**config.mk**
```make
export PLATFORM = sky130hd
export DESIGN_NAME = rr_sel
export DESIGN_NICKNAME = d
export VERILOG_FILES = /design/src/rtl/rr_sel_pkg.sv /design/src/rtl/rr_sel_rot_psel.sv /design/src/rtl/rr_sel.sv
export SDC_FILE = /design/constraint.sdc
export NUM_CORES = 1
export LEC_CHECK = 0
export CORE_ASPECT_RATIO = 0.9
export CORE_MARGIN = 8
export CORE_UTILIZATION = 45
export DETAILED_ROUTE_END_ITERATION = 6
export PLACE_DENSITY = 0.74
export SLEW_MARGIN = 0
export SYNTH_ARGS = -nofsm -noshare
export SYNTH_HDL_FRONTEND = slang
export SYNTH_SLANG_ARGS = --single-unit
```
**constraint.sdc**
```tcl
create_clock -name clock -period 30.9 [get_ports clock]
set_input_delay 9.27 -clock clock [delete_from_list [all_inputs] [get_ports clock]]
set_output_delay 9.27 -clock clock [all_outputs]
set_load 0.03 [all_outputs]
```
**src/rtl/rr_sel_pkg.sv**
```systemverilog
// Shared types and index helpers for the rr_sel round-robin selector.
package rr_sel_pkg;

  // Widest index any rr_sel instance may use; slot indices are carried at this width.
  localparam int unsigned RR_SEL_MAX_IDX_W = 16;
  localparam int unsigned RR_SEL_SUM_W     = RR_SEL_MAX_IDX_W + 1;

  typedef struct packed {
    logic                        valid;
    logic [RR_SEL_MAX_IDX_W-1:0] idx;
  } rr_sel_slot_t;

  // (idx + 1) mod num_req, computed one bit wider so non-power-of-2 counts wrap correctly.
  function automatic logic [RR_SEL_MAX_IDX_W-1:0] rr_sel_mod_inc(
    input logic [RR_SEL_MAX_IDX_W-1:0] idx,
    input int unsigned                 num_req
  );
    logic [RR_SEL_SUM_W-1:0] sum;
    sum = {1'b0, idx} + RR_SEL_SUM_W'(1);
    if (sum >= RR_SEL_SUM_W'(num_req)) begin
      sum = sum - RR_SEL_SUM_W'(num_req);
    end
    return sum[RR_SEL_MAX_IDX_W-1:0];
  endfunction

endpackage

```
**src/rtl/rr_sel_rot_psel.sv**
```systemverilog
// Rotating priority select: first set request at or after start, modulo NUM_REQ.
module rot_psel #(
  parameter int unsigned NUM_REQ = 8,
  localparam int unsigned IDX_W  = $clog2(NUM_REQ)
) (
  input  logic [NUM_REQ-1:0] req,
  input  logic [IDX_W-1:0]   start,
  output logic               found,
  output logic [IDX_W-1:0]   idx
);

  logic [IDX_W:0]   sum;
  logic [IDX_W-1:0] cand;

  // Walk the ring from start; start < NUM_REQ so a single subtract wraps the sum.
  always_comb begin
    found = 1'b0;
    idx   = '0;
    sum   = '0;
    cand  = '0;
    for (int unsigned i = 0; i < NUM_REQ; i++) begin
      sum = {1'b0, start} + (IDX_W+1)'(i);
      if (sum >= (IDX_W+1)'(NUM_REQ)) begin
        sum = sum - (IDX_W+1)'(NUM_REQ);
      end
      cand = sum[IDX_W-1:0];
      if (!found && req[cand]) begin
        found = 1'b1;
        idx   = cand;
      end
    end
  end

endmodule

```
**src/rtl/rr_sel.sv**
```systemverilog
// Multi-grant round-robin selector with a registered fairness pointer.
// Define RR_SEL_LOCK_EN to add the lock port and a lock-owner register.
module rr_sel
  import rr_sel_pkg::*;
#(
  parameter int unsigned NUM_REQ = 8,
  parameter int unsigned NUM_GNT = 2,
  localparam int unsigned IDX_W  = $clog2(NUM_REQ)
) (
  input  logic                            clock,
  input  logic                            reset,
  input  logic                            en,
  input  logic [NUM_REQ-1:0]              req,
`ifdef RR_SEL_LOCK_EN
  input  logic [NUM_REQ-1:0]              lock,
`endif
  output logic [NUM_REQ-1:0]              gnt,
  output logic [NUM_GNT-1:0]              gnt_valid,
  output logic [NUM_GNT-1:0][IDX_W-1:0]   gnt_idx,
  output logic [IDX_W-1:0]                ptr
);

  logic [IDX_W-1:0]   ptr_q;
  logic [IDX_W-1:0]   ptr_d;

  logic [NUM_REQ-1:0] stg_req   [NUM_GNT];
  logic [IDX_W-1:0]   stg_start [NUM_GNT];
  logic [IDX_W-1:0]   stg_idx   [NUM_GNT];
  logic [NUM_GNT-1:0] stg_found;

  rr_sel_slot_t       slot [NUM_GNT];
  logic               chain;
  logic               hold;

`ifdef RR_SEL_LOCK_EN
  logic               own_valid_q;
  logic               own_valid_d;
  logic [IDX_W-1:0]   own_idx_q;
  logic [IDX_W-1:0]   own_idx_d;
`endif

  // Selector chain: each stage removes the previous winner and resumes just past it.
  for (genvar k = 0; k < NUM_GNT; k++) begin : g_stage
    if (k == 0) begin : g_first
      assign stg_req[k]   = req;
      assign stg_start[k] = ptr_q;
    end else begin : g_next
      assign stg_req[k]   = stg_req[k-1] &
                            ~(NUM_REQ'(stg_found[k-1]) << stg_idx[k-1]);
      assign stg_start[k] = IDX_W'(rr_sel_mod_inc(RR_SEL_MAX_IDX_W'(stg_idx[k-1]), NUM_REQ));
    end

    rot_psel #(
      .NUM_REQ (NUM_REQ)
    ) u_psel (
      .req   (stg_req[k]),
      .start (stg_start[k]),
      .found (stg_found[k]),
      .idx   (stg_idx[k])
    );
  end

  // Slot assembly, grant outputs and next pointer / owner state.
  always_comb begin
    ptr_d     = ptr_q;
    gnt       = '0;
    gnt_valid = '0;
    gnt_idx   = '0;
    chain     = 1'b1;
    hold      = 1'b0;
    for (int unsigned k = 0; k < NUM_GNT; k++) begin
      slot[k] = '0;
    end
`ifdef RR_SEL_LOCK_EN
    own_valid_d = own_valid_q;
    own_idx_d   = own_idx_q;
`endif

    if (en && !reset) begin
`ifdef RR_SEL_LOCK_EN
      hold = own_valid_q && req[own_idx_q] && lock[own_idx_q];
      if (!hold) begin
        own_valid_d = 1'b0;
      end
`endif
      if (hold) begin
`ifdef RR_SEL_LOCK_EN
        slot[0].valid = 1'b1;
        slot[0].idx   = RR_SEL_MAX_IDX_W'(own_idx_q);
`endif
      end else begin
        for (int unsigned k = 0; k < NUM_GNT; k++) begin
          slot[k].valid = chain && stg_found[k];
          slot[k].idx   = RR_SEL_MAX_IDX_W'(stg_idx[k]);
          chain         = slot[k].valid;
        end
      end

      for (int unsigned k = 0; k < NUM_GNT; k++) begin
        if (slot[k].valid) begin
          gnt          = gnt | (NUM_REQ'(1) << IDX_W'(slot[k].idx));
          gnt_valid[k] = 1'b1;
          gnt_idx[k]   = IDX_W'(slot[k].idx);
          if (!hold) begin
            ptr_d = IDX_W'(rr_sel_mod_inc(slot[k].idx, NUM_REQ));
          end
        end
      end

`ifdef RR_SEL_LOCK_EN
      // A locked winner in slot 0 takes ownership from the next cycle.
      if (!hold && slot[0].valid && lock[IDX_W'(slot[0].idx)]) begin
        own_valid_d = 1'b1;
        own_idx_d   = IDX_W'(slot[0].idx);
      end
`endif
    end
  end

  always_ff @(posedge clock) begin
    if (reset) begin
      ptr_q <= '0;
    end else begin
      ptr_q <= ptr_d;
    end
  end

`ifdef RR_SEL_LOCK_EN
  always_ff @(posedge clock) begin
    if (reset) begin
      own_valid_q <= 1'b0;
      own_idx_q   <= '0;
    end else begin
      own_valid_q <= own_valid_d;
      own_idx_q   <= own_idx_d;
    end
  end
`endif

  assign ptr = ptr_q;

endmodule

```
==> run metrics, run 1 <==
status=finished clean; drt wl/cell=about 20 µm; commonest non-fill, non-tap cells in the layout=nand2_1 (35), nor2_1 (32), clkdlybuf4s50_1 (29); Largest register FFs=3; Setup crit end kind=output port; Post-synth EDFFs=0; final setup fails=0; row cnt=27; port buffer count=29; Syn Inst Count=360; vias post-DR=3139; largest net degree at the start of global routing=29; Root Driver=clkbuf_8; Detailed Route WL=just under 9 mm; synth warn=0; clk buf depth=2; Slew @ Worst Pin=about 1000 ps; RSZ-0062 raised after global routing=no; leading cell type in the layout, fill and taps excluded=nand2_1; Yosys cell types=83; Resized Gates After CTS=0; Max Cap Viol=0; Main synth FF type=dfxtp_1; CTS tree=done; cell area after synthesis=2843 µm²; Worst EP arrival=16930 ps; IO Count=30; hold slack=slightly below 900 ps; DRC violations left=0; FFs w/ async S/R, synth=0; Finished Cell Area=between 3000 and 4000 µm²; RePlAce Congestion=just over 0.9; initial core utilization=0.4649; Post-DP Area=3107 µm²; crit-path max FO=16; Area Overhead vs Synth=10.87%; Non-Filler Instances=between 400 and 500; Startpoint Class=primary input; Cells after DPL=450; final hold vios=0; total core area=6115 µm²; H-tree levels=1; ANT nets after route=0; Worst-Skew Late Latency=approximately 210 ps; first-pass GRT wire length=14.55 mm; final worst-path cycle share=0.8479; Reg clk slew, reported paths=around 30 ps; die height=about 91 µm; fin. max-slew vios=0; Worst Path Class, Setup=in -> out; # diodes=0; setup bufs post-CTS=0; clock period minus final worst setup slack=~26000 ps; die area=~9100 µm²; gr ovfl total=0; Seq/Total Area, Yosys=0.02113; TritonCTS buffer count=3; DP HPWL=between 6 and 7 mm; clock skew=roughly 1.6 ps; # fillers=583; HP Class=reg -> reg; Die Width=roughly 100 µm; Area contributors post-synth=mux4_2 (13%), mux2i_1 (9.5%), nand2_1 (4.6%); area share of the largest cell type after synthesis=0.1268; vias per cell=around 7; post-synthesis net count=380; Iteration-0 DRC Markers=~530; Tot GR Track Use=0.1886; initial antenna violation count=0; Slew headroom=0.3019; Layout Nets=between 300 and 400; clock sink count=3; TritonRoute pass-1 iters=6; CTS Hold Bufs=0; setup tns final=0 ps; Max Freq=approximately 0.038 GHz; vias in the first global route=between 2000 and 3000; Avg Inst Size Synth=slightly below 8 µm²; fraction of layout cells with a size suffix above 1=0.1553; worst path required time=21630 ps; flip-flop and latch count after synthesis=3; largest area contributor in the netlist=mux4_2
-- path summary, 6_finish.rpt --
check | endpoint | cells past startpoint | from | slack, ps
hold / removal | ptr[0] | 3 | ptr[0] | 890
hold reg to reg | ptr[0] | 3 | ptr[0] | 890
setup reg to reg | ptr[2] | 21 | ptr[1] | 22300
setup / recovery | gnt[1] | 17 | req[5] | 4700
-- worst max-delay path, stage by stage --
cell and delay, ps:
clkdlybuf4s50_1 720, mux4_2 720, mux2_4 340, o311a_1 320, o311ai_2 890, ha_1 490, ha_1 500, xnor2_1 860
mux2i_1 270, o22ai_1 150, a31oi_1 240, o32ai_2 160, or4_1 550, o2111ai_2 260, o31ai_2 170, o31ai_1 290
clkdlybuf4s50_1 710
-- synth_stat cells (3+ instances only) --
| cell | number |
|---|---|
| nand2_1 | 35 |
| nor2_1 | 32 |
| mux2i_1 | 27 |
| a21oi_1 | 16 |
| clkbuf_1 | 16 |
| mux4_2 | 16 |
| inv_1 | 12 |
| o31ai_1 | 10 |
| ha_1 | 9 |
| mux2_2 | 9 |
| nand3_1 | 9 |
| a22oi_1 | 8 |
| nor3_1 | 7 |
| o211ai_1 | 7 |
| buf_2 | 6 |
| nand2b_1 | 6 |
| o21ai_0 | 6 |
| or3_1 | 6 |
| o22ai_1 | 5 |
| xnor2_1 | 5 |
| a211oi_1 | 4 |
| a21o_1 | 4 |
| buf_6 | 4 |
| nor2b_1 | 4 |
| o211a_1 | 4 |
| o311a_1 | 4 |
| a221o_1 | 3 |
| and2_1 | 3 |
| dfxtp_1 | 3 |
| inv_2 | 3 |
| nand4_1 | 3 |
| o2111ai_1 | 3 |
| o221ai_1 | 3 |
| xor2_1 | 3 |
-- per-layer routing --
layer,GRT usage,part of all wire
met1,0.2720,0.45
met2,0.2787,0.42
met3,0.04653,0.13
met4,0.02393,0.0067
met5,0,0
-- logic make-up after synthesis --
group           count (synthesis)  synth area share
mux                            57            0.2808
fa+ha+maj                       9           0.03961
flops                           3           0.02113
compound gates                119            0.3495
buf+inv                        43           0.07218
xor+xnor                        9           0.03037
simple gates                  120            0.2064
-- final cells by class --
cell class	count	area (µm²)	share of cell area
clock buffer	4	45.04	0.01429
inverter	16	62.56	0.01985
multi-input combinational	314	2577	0.8178
sequential	3	60.06	0.01906
tap	87	108.9	0.03454
timing repair buffer	30	297.8	0.09448
-- metrics by stage --
stage,utilization,worst slack (ps)
final,0.5154,4699
after global placement,0.5081,5032
after floorplan,-,6812
after global routing,0.5154,4176
after detailed placement,0.5081,4836
after CTS,0.5154,4840
Power of run 1 is left out: the tool's default activity adds up to more than one toggle a clock period on the data nets, which glitch-free logic cannot reach.
==> inputs of run 2 (changes only) <==
- PLACE_DENSITY: 0.74 -> 0.76
- clock period: 30.9 -> 22.4 ns (I/O delays scaled with it)
==> run 2 against run 1 <==
Design area up 0.24%. Non-clock buffer count up 1. Clock-buffer cell count unchanged. Clock skew down 1.3 ps. Via count down 1.4%. Sequential cell count unchanged. Utilization up 0.12 points. Routed wire length up 0.24%. Critical path type unchanged. Largest cell class unchanged. Highest routed layer unchanged.
==> run metrics, run 2 (same netlist as run 1, synthesis figures left out) <==
status=finished clean; Worst EP arrival=~14000 ps; TritonCTS buffer count=3; Startpoint Class=primary input; Setup crit end=gnt[1]; Cell Chain, Critical Path=clkdlybuf4s50_1, mux2_1, mux2_2, o221ai_1, o21ai_0, a21o_1, o21ai_4, buf_4, inv_4, ha_1, ha_1, xnor2_1, mux2i_1, o22ai_1, a31oi_1, o32ai_2, or4_1, o2111ai_2, o31ai_2, o31ai_1, clkdlybuf4s50_1; largest net degree at the start of global routing=29; Worst R2R End=ptr[2]; Reg clk slew, reported paths=approximately 30 ps; clock sink count=3; worst path required time=approximately 16000 ps; post-layout util=0.5167; port buffer count=29; commonest non-fill, non-tap cells in the layout=nand2_1 (35), nor2_1 (32), clkdlybuf4s50_1 (29); Finished Cell Area=3159 µm²; row cnt=27; drt wl/cell=just under 20 µm; fraction of layout cells with a size suffix above 1=0.1576; final hold vios=0; final worst-path cycle share=0.9305; die area=~9100 µm²; crit-path max FO=28; clock period minus final worst setup slack=around 21000 ps; Worst path slowest cell=xnor2_1; Tot GR Track Use=0.1945; Worst-Skew Late Latency=approximately 220 ps; fin. max-slew vios=0; TritonRoute pass-1 iters=5; leading cell type in the layout, fill and taps excluded=nand2_1; CTS tree=done; H-tree levels=1; total core area=between 6000 and 7000 µm²; Iteration-0 DRC Markers=324; setup bufs post-CTS=0; DRC violations left=0; Critical Path Start=req[7]; clock skew=roughly 0.26 ps; Post-DP Area=about 3100 µm²; DP HPWL=approximately 6.7 mm; initial antenna violation count=0; Detailed Route WL=around 9.0 mm; CP peak stage delay=around 810 ps; Max Freq=0.04798 GHz; RePlAce Congestion=roughly 0.97; setup tns final=0 ps; die height=between 90 and 100 µm; Max Cap Viol=0; final setup fails=0; vias per cell=6.800; Layout Nets=roughly 390; vias post-DR=slightly above 3000; first-pass GRT wire length=14.84 mm; ANT nets after route=0; HP Class=reg -> reg; Root Driver=clkbuf_8; IO Count=30; CTS Hold Bufs=0; RSZ-0062 raised after global routing=no; Largest register FFs=3; reg-to-reg startpoint=ptr[1]; Setup crit end kind=output port; worst r2r path cells=24; clk buf depth=2; gr ovfl total=0; Slew @ Worst Pin=slightly above 900 ps; Area Overhead vs Synth=11.14%; vias in the first global route=about 2900; # diodes=0; Die Width=~100 µm; initial core utilization=0.4649; R2R setup slack=14060 ps; Worst Path Class, Setup=in -> out; Resized Gates After CTS=0; Slew headroom=0.3899
[run 2: changes by cell type in the layout (fill, tap and decap cells not counted), sizes merged]
cell and change:
buf +1
[run 2: worst min path at each step]
| stage | startpoint | endpoint | slack (ps) | depth (start not counted) |
|---|---|---|---|---|
| after floorplan | ptr[1] | ptr[1] | 900 | 3 |
| after global placement | ptr[0] | ptr[0] | 880 | 3 |
| after detailed placement | ptr[0] | ptr[0] | 890 | 3 |
| after CTS | ptr[0] | ptr[0] | 890 | 3 |
| after global routing | ptr[0] | ptr[0] | 960 | 3 |
| final | ptr[0] | ptr[0] | 890 | 3 |
[run 2: critical path, delay by kind of cell]
kind | cells | cell delay [ps]
AOI/OAI and AO/OA | 10 | 2060
buffers and inverters | 4 | 1980
muxes | 3 | 1070
adders and majority gates | 2 | 900
xor gates and xnor gates | 1 | 810
and+or+nand+nor | 1 | 550
[run 2: layout make-up]
| type | count | area (µm²) |
|---|---|---|
| Tap cell | 87 | 108.9 |
| Multi-Input combinational cell | 314 | 2577 |
| Clock buffer | 4 | 45.04 |
| Fill cell | 588 | 2955 |
| Inverter | 16 | 62.56 |
| Timing Repair Buffer | 31 | 305.3 |
| Sequential cell | 3 | 60.06 |
[run 2: per-layer routing]
layer	wire length, µm	global-route usage	vias to the layer above	part of all wire
met5	0	0	-	0
met4	81	0.03526	0	0.0090
met3	953	0.04195	12	0.11
met2	3893	0.2909	184	0.43
met1	4022	0.2776	1460	0.45
li1	-	-	1438	-
[run 2: metrics by stage]
stage,setup WS [ps],hold slack (ps),cells
after global placement,1809,880.6,451
after CTS,1632,894.2,455
final,1556,891.3,455
after global routing,1014,961.2,455
after detailed placement,1663,887.0,451
after floorplan,3412,899.5,360
Power of run 2 is left out for the same reason.
